<file path="config.mk">
export PLATFORM = sky130hd
export DESIGN_NAME = exp_result_buffer_flat
export DESIGN_NICKNAME = d
export VERILOG_FILES = /design/src/rtl/exp_result_buffer_pkg.sv /design/src/rtl/exp_result_buffer_if.sv /design/src/rtl/exp_result_buffer_regfile.sv /design/src/rtl/exp_result_buffer.sv /design/src/flat_wrapper.sv
export SDC_FILE = /design/constraint.sdc
export NUM_CORES = 1
export LEC_CHECK = 0
export ABC_AREA = 1
export CAP_MARGIN = 30
export CELL_PAD_IN_SITES_DETAIL_PLACEMENT = 1
export CELL_PAD_IN_SITES_GLOBAL_PLACEMENT = 1
export CORE_UTILIZATION = 53
export CTS_BUF_LIST = sky130_fd_sc_hd__clkbuf_4
export CTS_CLUSTER_SIZE = 12
export DETAILED_ROUTE_END_ITERATION = 10
export HOLD_SLACK_MARGIN = 0.12
export PLACE_DENSITY = 0.95
export SLEW_MARGIN = 20
export SYNTH_ARGS = -nofsm -noshare
export SYNTH_HDL_FRONTEND = slang
export SYNTH_SLANG_ARGS = --single-unit
</file>
<file path="constraint.sdc">
create_clock -name clk -period 7.3 [get_ports clk]
set_input_delay 1.46 -clock clk [delete_from_list [all_inputs] [get_ports clk]]
set_output_delay 1.46 -clock clk [all_outputs]
set_load 0.03 [all_outputs]
</file>
<file path="src/rtl/exp_result_buffer_pkg.sv">
// Shared constants for the exp result buffer and the display top level.
// Results are Q2.16: two integer bits above sixteen fraction bits.
package exp_result_buffer_pkg;

  localparam int DATA_W = 18;
  localparam int DEPTH  = 8;
  localparam int AW     = 3;
  localparam int CW     = 4;

  // Q2.16 field positions
  localparam int Q_INT_MSB  = 17;
  localparam int Q_INT_LSB  = 16;
  localparam int Q_FRAC_MSB = 15;
  localparam int Q_FRAC_LSB = 0;

  typedef logic [DATA_W-1:0] q2_16_t;

  // Integer part of a Q2.16 value, for display formatting
  function automatic logic [1:0] q_int_part(input q2_16_t v);
    return v[Q_INT_MSB:Q_INT_LSB];
  endfunction

  // Fraction part of a Q2.16 value, for display formatting
  function automatic logic [15:0] q_frac_part(input q2_16_t v);
    return v[Q_FRAC_MSB:Q_FRAC_LSB];
  endfunction

endpackage

</file>
<file path="src/rtl/exp_result_buffer_if.sv">
// Handshake bundle between the accelerator/key side and the result buffer.
interface exp_result_buffer_if #(
  parameter int DATA_W = exp_result_buffer_pkg::DATA_W
);
  logic              start;
  logic              res_valid;
  logic [DATA_W-1:0] res_data;
  logic              wr_ready;
  logic              read;
  logic [DATA_W-1:0] q;
  logic [2:0]        usedw;
  logic              full;
  logic              empty;
  logic              ovf;

  // Producer / consumer side
  modport master (
    output start, res_valid, res_data, read,
    input  wr_ready, q, usedw, full, empty, ovf
  );

  // Buffer side
  modport slave (
    input  start, res_valid, res_data, read,
    output wr_ready, q, usedw, full, empty, ovf
  );
endinterface

</file>
<file path="src/rtl/exp_result_buffer_regfile.sv">
// Result storage: register array, one synchronous write port and one
// asynchronous read port. Contents are never reset.
module result_regfile #(
  parameter int DATA_W = exp_result_buffer_pkg::DATA_W,
  parameter int DEPTH  = exp_result_buffer_pkg::DEPTH,
  parameter int AW     = exp_result_buffer_pkg::AW
) (
  input  logic              clk,
  input  logic              we,
  input  logic [AW-1:0]     waddr,
  input  logic [DATA_W-1:0] wdata,
  input  logic [AW-1:0]     raddr,
  output logic [DATA_W-1:0] rdata
);
  import exp_result_buffer_pkg::*;

  logic [DATA_W-1:0] mem [DEPTH];

  // Store the incoming result at the write address
  always_ff @(posedge clk) begin
    if (we) begin
      mem[waddr] <= wdata;
    end
  end

  // Show-ahead read of the addressed entry
  assign rdata = mem[raddr];

endmodule

</file>
<file path="src/rtl/exp_result_buffer.sv">
// Eight-entry show-ahead result buffer between the exp accelerator and a
// key-driven display. One pop per key press, sticky overflow, start flush.
module exp_result_buffer #(
  parameter int DATA_W = exp_result_buffer_pkg::DATA_W,
  parameter int DEPTH  = exp_result_buffer_pkg::DEPTH
) (
  input  logic              clk,
  input  logic              rst,
  exp_result_buffer_if.slave bus
);
  import exp_result_buffer_pkg::*;

  logic [AW-1:0] wr_ptr_reg;
  logic [AW-1:0] rd_ptr_reg;
  logic [CW-1:0] count_reg;
  logic [CW-1:0] count_next;
  logic          read_d_reg;
  logic          ovf_reg;

  logic full;
  logic empty;
  logic wr_en;
  logic pop_evt;
  logic pop_en;
  logic mem_we;

  assign full    = (count_reg == CW'(DEPTH));
  assign empty   = (count_reg == '0);
  assign wr_en   = bus.res_valid && !full;
  assign pop_evt = bus.read && !read_d_reg;
  assign pop_en  = pop_evt && !empty;
  // A flush or an active reset swallows the write on that edge
  assign mem_we  = wr_en && !bus.start && rst;

  // Occupancy after this cycle's write/pop pair
  always_comb begin
    count_next = count_reg;
    case ({wr_en, pop_en})
      2'b10:   count_next = count_reg + 1'b1;
      2'b01:   count_next = count_reg - 1'b1;
      default: count_next = count_reg;
    endcase
  end

  // Key edge detector runs independent of flush so a held key never re-pops
  always_ff @(posedge clk or negedge rst) begin
    if (!rst) begin
      read_d_reg <= 1'b0;
    end else begin
      read_d_reg <= bus.read;
    end
  end

  // Pointers, count and sticky overflow; start overrides writes and pops
  always_ff @(posedge clk or negedge rst) begin
    if (!rst) begin
      wr_ptr_reg <= '0;
      rd_ptr_reg <= '0;
      count_reg  <= '0;
      ovf_reg    <= 1'b0;
    end else if (bus.start) begin
      wr_ptr_reg <= '0;
      rd_ptr_reg <= '0;
      count_reg  <= '0;
      ovf_reg    <= 1'b0;
    end else begin
      if (wr_en) begin
        wr_ptr_reg <= wr_ptr_reg + 1'b1;
      end
      if (pop_en) begin
        rd_ptr_reg <= rd_ptr_reg + 1'b1;
      end
      count_reg <= count_next;
      if (bus.res_valid && full) begin
        ovf_reg <= 1'b1;
      end
    end
  end

  result_regfile #(
    .DATA_W(DATA_W),
    .DEPTH (DEPTH),
    .AW    (AW)
  ) u_regfile (
    .clk  (clk),
    .we   (mem_we),
    .waddr(wr_ptr_reg),
    .wdata(bus.res_data),
    .raddr(rd_ptr_reg),
    .rdata(bus.q)
  );

  assign bus.wr_ready = !full;
  assign bus.usedw    = count_reg[AW-1:0];
  assign bus.full     = full;
  assign bus.empty    = empty;
  assign bus.ovf      = ovf_reg;

endmodule

</file>
<file path="src/flat_wrapper.sv">
// flat-port wrapper written by rule: the top's interface ports become plain ports
module exp_result_buffer_flat import exp_result_buffer_pkg::*;
#(
  parameter int DATA_W = exp_result_buffer_pkg::DATA_W,
  parameter int DEPTH  = exp_result_buffer_pkg::DEPTH
)
  (clk, rst, bus_start, bus_res_valid, bus_res_data, bus_read, bus_wr_ready, bus_q, bus_usedw, bus_full, bus_empty, bus_ovf);
  exp_result_buffer_if #(.DATA_W(DATA_W)) bus_i ();
  input  logic clk;
  input  logic rst;
  input wire logic [$bits(bus_i.start)-1:0] bus_start;
  input wire logic [$bits(bus_i.res_valid)-1:0] bus_res_valid;
  input wire logic [$bits(bus_i.res_data)-1:0] bus_res_data;
  input wire logic [$bits(bus_i.read)-1:0] bus_read;
  output wire logic [$bits(bus_i.wr_ready)-1:0] bus_wr_ready;
  output wire logic [$bits(bus_i.q)-1:0] bus_q;
  output wire logic [$bits(bus_i.usedw)-1:0] bus_usedw;
  output wire logic [$bits(bus_i.full)-1:0] bus_full;
  output wire logic [$bits(bus_i.empty)-1:0] bus_empty;
  output wire logic [$bits(bus_i.ovf)-1:0] bus_ovf;
  assign bus_i.start = bus_start;
  assign bus_i.res_valid = bus_res_valid;
  assign bus_i.res_data = bus_res_data;
  assign bus_i.read = bus_read;
  assign bus_wr_ready = bus_i.wr_ready;
  assign bus_q = bus_i.q;
  assign bus_usedw = bus_i.usedw;
  assign bus_full = bus_i.full;
  assign bus_empty = bus_i.empty;
  assign bus_ovf = bus_i.ovf;
  exp_result_buffer #(.DATA_W(DATA_W), .DEPTH(DEPTH)) u_core (.clk(clk), .rst(rst), .bus(bus_i));
endmodule
</file>
==> reports/qor.yml, run 1 <==
pwr:
  p_leak_nw: 2.501
  p_total_mw: 1.669
  worst_ir_drop_vdd_mv: 0.1130
  cellPowerDensity_nw_per_um2: 232.2
critical_path:
  critical_path.startpoint_type: "flop"
  worstPathRequired_ps: 5840
  criticalPathCategory: "flop to primary output"
  rrSetupSlack_ps: 4710
  critical_path.max_fanout: 73
  worstSetupEndpointType: "primary output"
  cp-startpoint: "u_core.rd_ptr_reg[0]$_DFFE_PN0P_"
  arrival_ps: 3100
  r2r-start: "u_core.count_reg[3]$_DFFE_PN0P_"
grt:
  gr-total-overflow: 0
  grt_max_degree: 74
  antenna_found_initial: 0
  grtUsageTotal_pct: 28.93
  grt_pass1_vias: 4743
  grt_pass1_wl_mm: 26.32
cts:
  cts_buffer_depth: 2
  clk_latency_ps: 550
  cts-buffers-inserted: 17
  post_cts_buffers: 0
  hold_buffers: 0
  ctsHtreeMaxLevel: 4
  cts_tree: "done"
  clock_sinks: 156
  cts.clk_slew.worst_paths_ps: 130
  cts-resized-gates: 0
  root_buffer: "clkbuf_4"
outcome:
  outcome: "finished with violations"
  violations: "design-rule violations"
synth:
  yosys_warnings: 0
  synth_area_um2: 6324
  synth_most_common_cell: "edfxtp_1"
  synth_seq_cells: 156
  synth_cell_type_count: 30
  async_flop_share_pct: 7.692
  synthCells: 515
  synth_commonest_cells: "144 x edfxtp_1, 133 x nor2_1, 63 x o21ai_0"
  synth_top_area_cell: "edfxtp_1"
  ys.flop_type: "edfxtp_1"
  synth_top_cells_by_area: "edfxtp_1 68%, nor2_1 7.9%, o21ai_0 5.0%, dfrtp_1 4.7%, a31oi_1 1.8%"
  post_synth.cell_area_avg_um2: 12.28
  synth_top_area_share_pct: 68.38
  synth_edf_count: 144
  yosysSeqAreaShare_pct: 73.13
  synth_nets: 542
timing:
  finalCritPeriodShare_pct: 62.52
  totalNegativeSetupSlack_ps: 0
  worstMarginPinSlew_ps: 811.7
  fin_crit_ps: 4564
  rsz0062_at_grt: "no"
  final.setup_skew_ps: 16.78
  relSlewSlack_pct: 45.69
  slew_viol_final: 0
  hold_viol: 0
  layout_setup_ws_ps: 2736
  finalSetupViolCount: 0
  max_freq_mhz: 219.1
floorplanning:
  start_util_pct: 54.91
  io_pins: 48
  dieArea_um2: 12370
  die_w_um: 111.2
  dieHeight_um: 111.2
  core_area_um2: 11520
  rows: 39
final_layout:
  syn_to_final_growth_pct: 13.61
  drive_gt1_share_pct: 10.76
  antenna_cells: 0
  largest_reg_flops: 144
  final_util_pct: 62.39
  nNetsFinal: 590
place:
  place_hpwl_mm: 9.787
  globalplace.congestion: 0.7691
  place_ws_ps: 3227
  port_buffers: 47
drt:
  vias: 4356
  drc_errors: 2
  via_per_inst: 6.058
  wl_met2_mm: 8.601
  wire_per_inst_um: 23.26
  dr.pass1.iters: 10
  wirelength_mm: 16.72
  ant_nets: 0
  m1WireLength_mm: 6.639
  drtIter0Drc: 335
  highest_layer: "met4"
  wl_met3_um: 898
min_path:
  min-delay-start: "u_core.bus.ovf$_DFFE_PN0P_"
  hp-class: "flop to flop"
flow_run:
  drv_cap: 0
==> cell usage in the layout, fill, tap and decap left out, types with 2 or more instances in the layout <==
cell type        instances
nand3_1                  7
ha_1                     4
clkdlybuf4s50_1         47
clkinvlp_4               2
nand2_4                  2
inv_2                    3
edfxtp_1               144
dfrtp_1                 11
clkinv_2                 8
nor3_2                   4
nor2_2                   3
o21ai_0                 63
clkbuf_4                18
a31oi_1                 18
o22ai_1                 18
inv_1                   15
a21oi_1                  3
nand2_1                 29
clkinv_4                 2
clkinv_1                 3
buf_4                   11
nand2_2                  3
o21ai_1                 16
nor2_1                 133
==> path summary, 6_finish.rpt <==
kind	to	cells after the start
worst max-delay path	bus_q[12]	6
worst min-delay path	u_core.bus.ovf$_DFFE_PN0P_	2
worst max register to register	u_core.u_regfile.mem[1][12]$_DFFE_PP_	8
worst min register to register	u_core.bus.ovf$_DFFE_PN0P_	2
max in group asynchronous	u_core.rd_ptr_reg[0]$_DFFE_PN0P_	1
min in group asynchronous	u_core.count_reg[1]$_DFFE_PN0P_	1
==> metrics by stage <==
step                cell area [µm²]  std cells  hold slack, ps
floorplan                      6324        515           493.0
global placement               6924        686           509.8
detailed placement             6944        687           522.1
CTS                            7184        719           543.9
global route                   7184        719           553.8
finish                         7184        719           539.7
==> critical path, cell delays in order, from the launching register on <==
cell and delay (ps):
dfrtp_2 390, buf_4 590, o21ai_0 260, o22ai_1 240, nor2_1 80, a31oi_1 250
clkdlybuf4s50_1 720
==> power by group <==
part | internal [mW] | switching, mW
sequential | 0.986 | 0.00932
combinational | 0.0702 | 0.134
clock | 0.166 | 0.302
==> metal layers <==
| metal | global-route usage (%) | vias to the layer above |
|---|---|---|
| met5 | 0 | - |
| met2 | 47.42 | 194 |
| met1 | 35.28 | 2175 |
| met3 | 6.233 | 50 |
| met4 | 17.48 | 0 |
| li1 | - | 1937 |
==> logic make-up after synthesis <==
logic type / after synthesis / synth area share [%]
xor gates and xnor gates: 1 / 0.1385
buffers and inverters: 50 / 3.621
adders and majority gates: 4 / 0.7915
DFF: 156 / 73.13
AOI/OAI and AO/OA: 120 / 10.43
and+or+nand+nor: 184 / 11.89
==> area by class of cell <==
type / count / area, µm²
Sequential cell: 156 / 4626
Fill cell: 1181 / 4332
Multi-Input combinational cell: 309 / 1490
Timing Repair Buffer: 59 / 573.1
Tap cell: 143 / 178.9
Clock buffer: 18 / 135.1
Clock inverter: 14 / 105.1
Inverter: 20 / 76.32
Note: power is estimated with default switching activity, not from simulation.
==> inputs of run 2 (changes only) <==
CORE_UTILIZATION = 44   (was 53)
PLACE_DENSITY = 0.87   (was 0.95)
clock period = 3.82 ns   (was 7.3 ns; I/O delays follow)
==> reports/qor.yml, run 2 (synthesis results as in run 1) <==
pwr:
  worst_ir_drop_vdd_mv: 0.1804  # was 0.1130 mV
  switchingPower_mw: 0.8332  # was 0.4457 mW
  cellPowerDensity_nw_per_um2: 435.4  # was 232.2 nW/µm²
  p_leak_nw: 2.546  # was 2.501 nW
  p_total_mw: 3.192  # was 1.669 mW
  p_comb_share_pct: 12.2  # about the same
  p_int_mw: 2.359  # was 1.223 mW
  power_frac_seq_pct: 59.6  # was 59.7%
  switching_share_pct: 26.10  # was 26.71%
  clock_power_share_pct: 28.2  # was 28.1%
final_layout:
  multi_input_area_um2: 1490  # unchanged
  final_common_cell: "edfxtp_1"  # unchanged
  syn_to_final_growth_pct: 15.95  # was 13.61%
  regArea_um2: 4626  # unchanged
  largest_reg_flops: 144  # unchanged
  layout_common_cells: "144 x edfxtp_1, 133 x nor2_1, 63 x o21ai_0"  # unchanged
  drive_gt1_share_pct: 12.76  # was 10.76%
  fillers: 1433  # was 1,181
  nNetsFinal: 602  # was 590
  final_area_um2: 7332  # was 7184 µm²
critical_path:
  cp-startpoint: "u_core.rd_ptr_reg[0]$_DFFE_PN0P_"  # unchanged
  criticalPathCategory: "flop to primary output"  # unchanged
  max_stage_delay_ps: 740  # was 720 ps
  critical_path.max_fanout: 73  # unchanged
  crit_chain: "clkbuf_8, o21ai_0, o22ai_1, nor2_1, a31oi_1, clkdlybuf4s50_1"  # was buf_4, o21ai_0, o22ai_1, nor2_1, a31oi_1, clkdlybuf4s50_1
  critical_path.startpoint_type: "flop"  # unchanged
  rrSetupSlack_ps: 1780  # was 4710 ps
  worstSetupEndpointType: "primary output"  # unchanged
  r2r-start: "u_core.count_reg[0]$_DFFE_PN0P_"  # was u_core.count_reg[3]$_DFFE_PN0P_
  worstPathRequired_ps: 3060  # was 5840 ps
  worst_r2r_path_depth: 7  # was 8
  cp_slowest_cell: "clkdlybuf4s50_1"  # unchanged
  arrival_ps: 2960  # was 3100 ps
  rr_endpoint: "u_core.u_regfile.mem[3][3]$_DFFE_PP_"  # was u_core.u_regfile.mem[1][12]$_DFFE_PP_
outcome:
  outcome: "completed"  # was finished with violations
place:
  place_ws_ps: 588.3  # was 3227 ps
  place_area_um2: 7068  # was 6944 µm²
  place_hpwl_mm: 9.798  # was 9.787 mm
  port_buffers: 47  # unchanged
  globalplace.congestion: 0.7939  # was 0.7691
cts:
  ctsHtreeMaxLevel: 4  # unchanged
  cts_buffer_depth: 2  # unchanged
  cts.clk_slew.worst_paths_ps: 120  # was 130 ps
  clock_sinks: 156  # unchanged
  hold_buffers: 0  # unchanged
  cts-buffers-inserted: 17  # unchanged
  root_buffer: "clkbuf_4"  # unchanged
  post_cts_buffers: 0  # unchanged
  cts-resized-gates: 2  # was 0
  cts_tree: "done"  # unchanged
  clk_latency_ps: 570  # was 550 ps
drt:
  wirelength_mm: 15.80  # was 16.72 mm
  via_per_inst: 5.495  # was 6.058
  drc_errors: 0  # was 2
  wire_per_inst_um: 20.55  # was 23.26 µm
  ant_nets: 0  # unchanged
  vias: 4226  # was 4,356
  drtIter0Drc: 276  # was 335
  dr.pass1.iters: 4  # was 10
grt:
  antenna_found_initial: 1  # was 0
  grt_max_degree: 74  # unchanged
  grt_pass1_vias: 4602  # was 4,743
  gr-total-overflow: 0  # unchanged
  grtUsageTotal_pct: 23.02  # was 28.93%
  grt_pass1_wl_mm: 24.43  # was 26.32 mm
timing:
  hold_viol: 0  # unchanged
  finalSetupViolCount: 0  # unchanged
  fin_crit_ps: 3724
  worstMarginPinSlew_ps: 638.9  # was 811.7 ps
  rsz0062_at_grt: "no"  # unchanged
  layout_setup_ws_ps: 95.65  # was 2736 ps
  hold_slack_ps: 489.8  # was 539.7 ps
  final.setup_skew_ps: 16.01  # was 16.78 ps
  relSlewSlack_pct: 57.36  # was 45.69%
  finalCritPeriodShare_pct: 97.50
  slew_viol_final: 0  # unchanged
  totalNegativeSetupSlack_ps: 0  # unchanged
  max_freq_mhz: 268.5
floorplanning:
  die_w_um: 121.9  # was 111.2 µm
  start_util_pct: 45.38  # was 54.91%
  dieHeight_um: 121.9  # was 111.2 µm
  core_area_um2: 13930  # was 11,520 µm²
  rows: 43  # was 39
  dieArea_um2: 14850  # was 12,370 µm²
  io_pins: 48  # unchanged
flow_run:
  drv_cap: 0  # unchanged
min_path:
  hp-class: "primary input to async pin"  # was flop to flop
==> run 2: cell count changes in the layout (fill, tap and decap cells not counted), moves of 2 or more <==
cell	change
clkinvlp_4	+4
buf_4	+12
clkinv_2	-4
clkbuf_4	+2
==> run 2: cell type report <==
type                    count  share of cell area [%]
diodes                      1                 0.03413
clock buffers              20                   2.048
clock inverters            12                   1.399
inverters                  20                   1.075
multi-input cells         309                   20.32
flip-flops and latches    156                   63.09
well taps                 180                   3.072
repair buffers             71                   8.959
==> run 2: stage by stage <==
step                      util [%]  cells
after floorplan                  -    515
after global placement       50.72    736
after detailed placement     50.72    736
after CTS                    52.58    768
after global routing         52.62    769
final                        52.62    769
==> run 2: how the worst max path moves through the flow <==
stage,cells after the start,end,slack [ps]
after CTS,6,bus_q[16],70
after global routing,6,bus_q[16],2
after global placement,6,bus_q[16],700
after detailed placement,6,bus_q[16],590
after floorplan,4,u_core.u_regfile.mem[6][0]$_DFFE_PP_,1060
final,6,bus_q[16],100
==> run 2: power by group through the flow <==
stage                     clock network (mW)  logic [mW]  registers [mW]
after floorplan                            0       0.234            1.94
after global placement                     0       0.365            1.94
after detailed placement                   0       0.386            1.94
after CTS                              0.918       0.392            1.90
after global routing                   0.962       0.423            1.90
final                                  0.900       0.390            1.90
==> run 2: layer usage <==
| metal | part of all wire (%) | routed length (µm) | global-route usage (%) | vias to the layer above |
|---|---|---|---|---|
| li1 | - | - | - | 1957 |
| met1 | 40 | 6321 | 26.47 | 2126 |
| met2 | 54 | 8466 | 40.82 | 108 |
| met3 | 3.9 | 623 | 4.494 | 35 |
| met4 | 2.5 | 392 | 11.34 | 0 |
| met5 | 0 | 0 | 0 | - |
==> run 2: critical path, delay by kind of cell, from the launching register on <==
kind / cells / cell delay, ps
AOI/OAI and AO/OA: 3 / 690
buffers and inverters: 2 / 1160
DFF: 1 / 410
and+or+nand+nor: 1 / 70
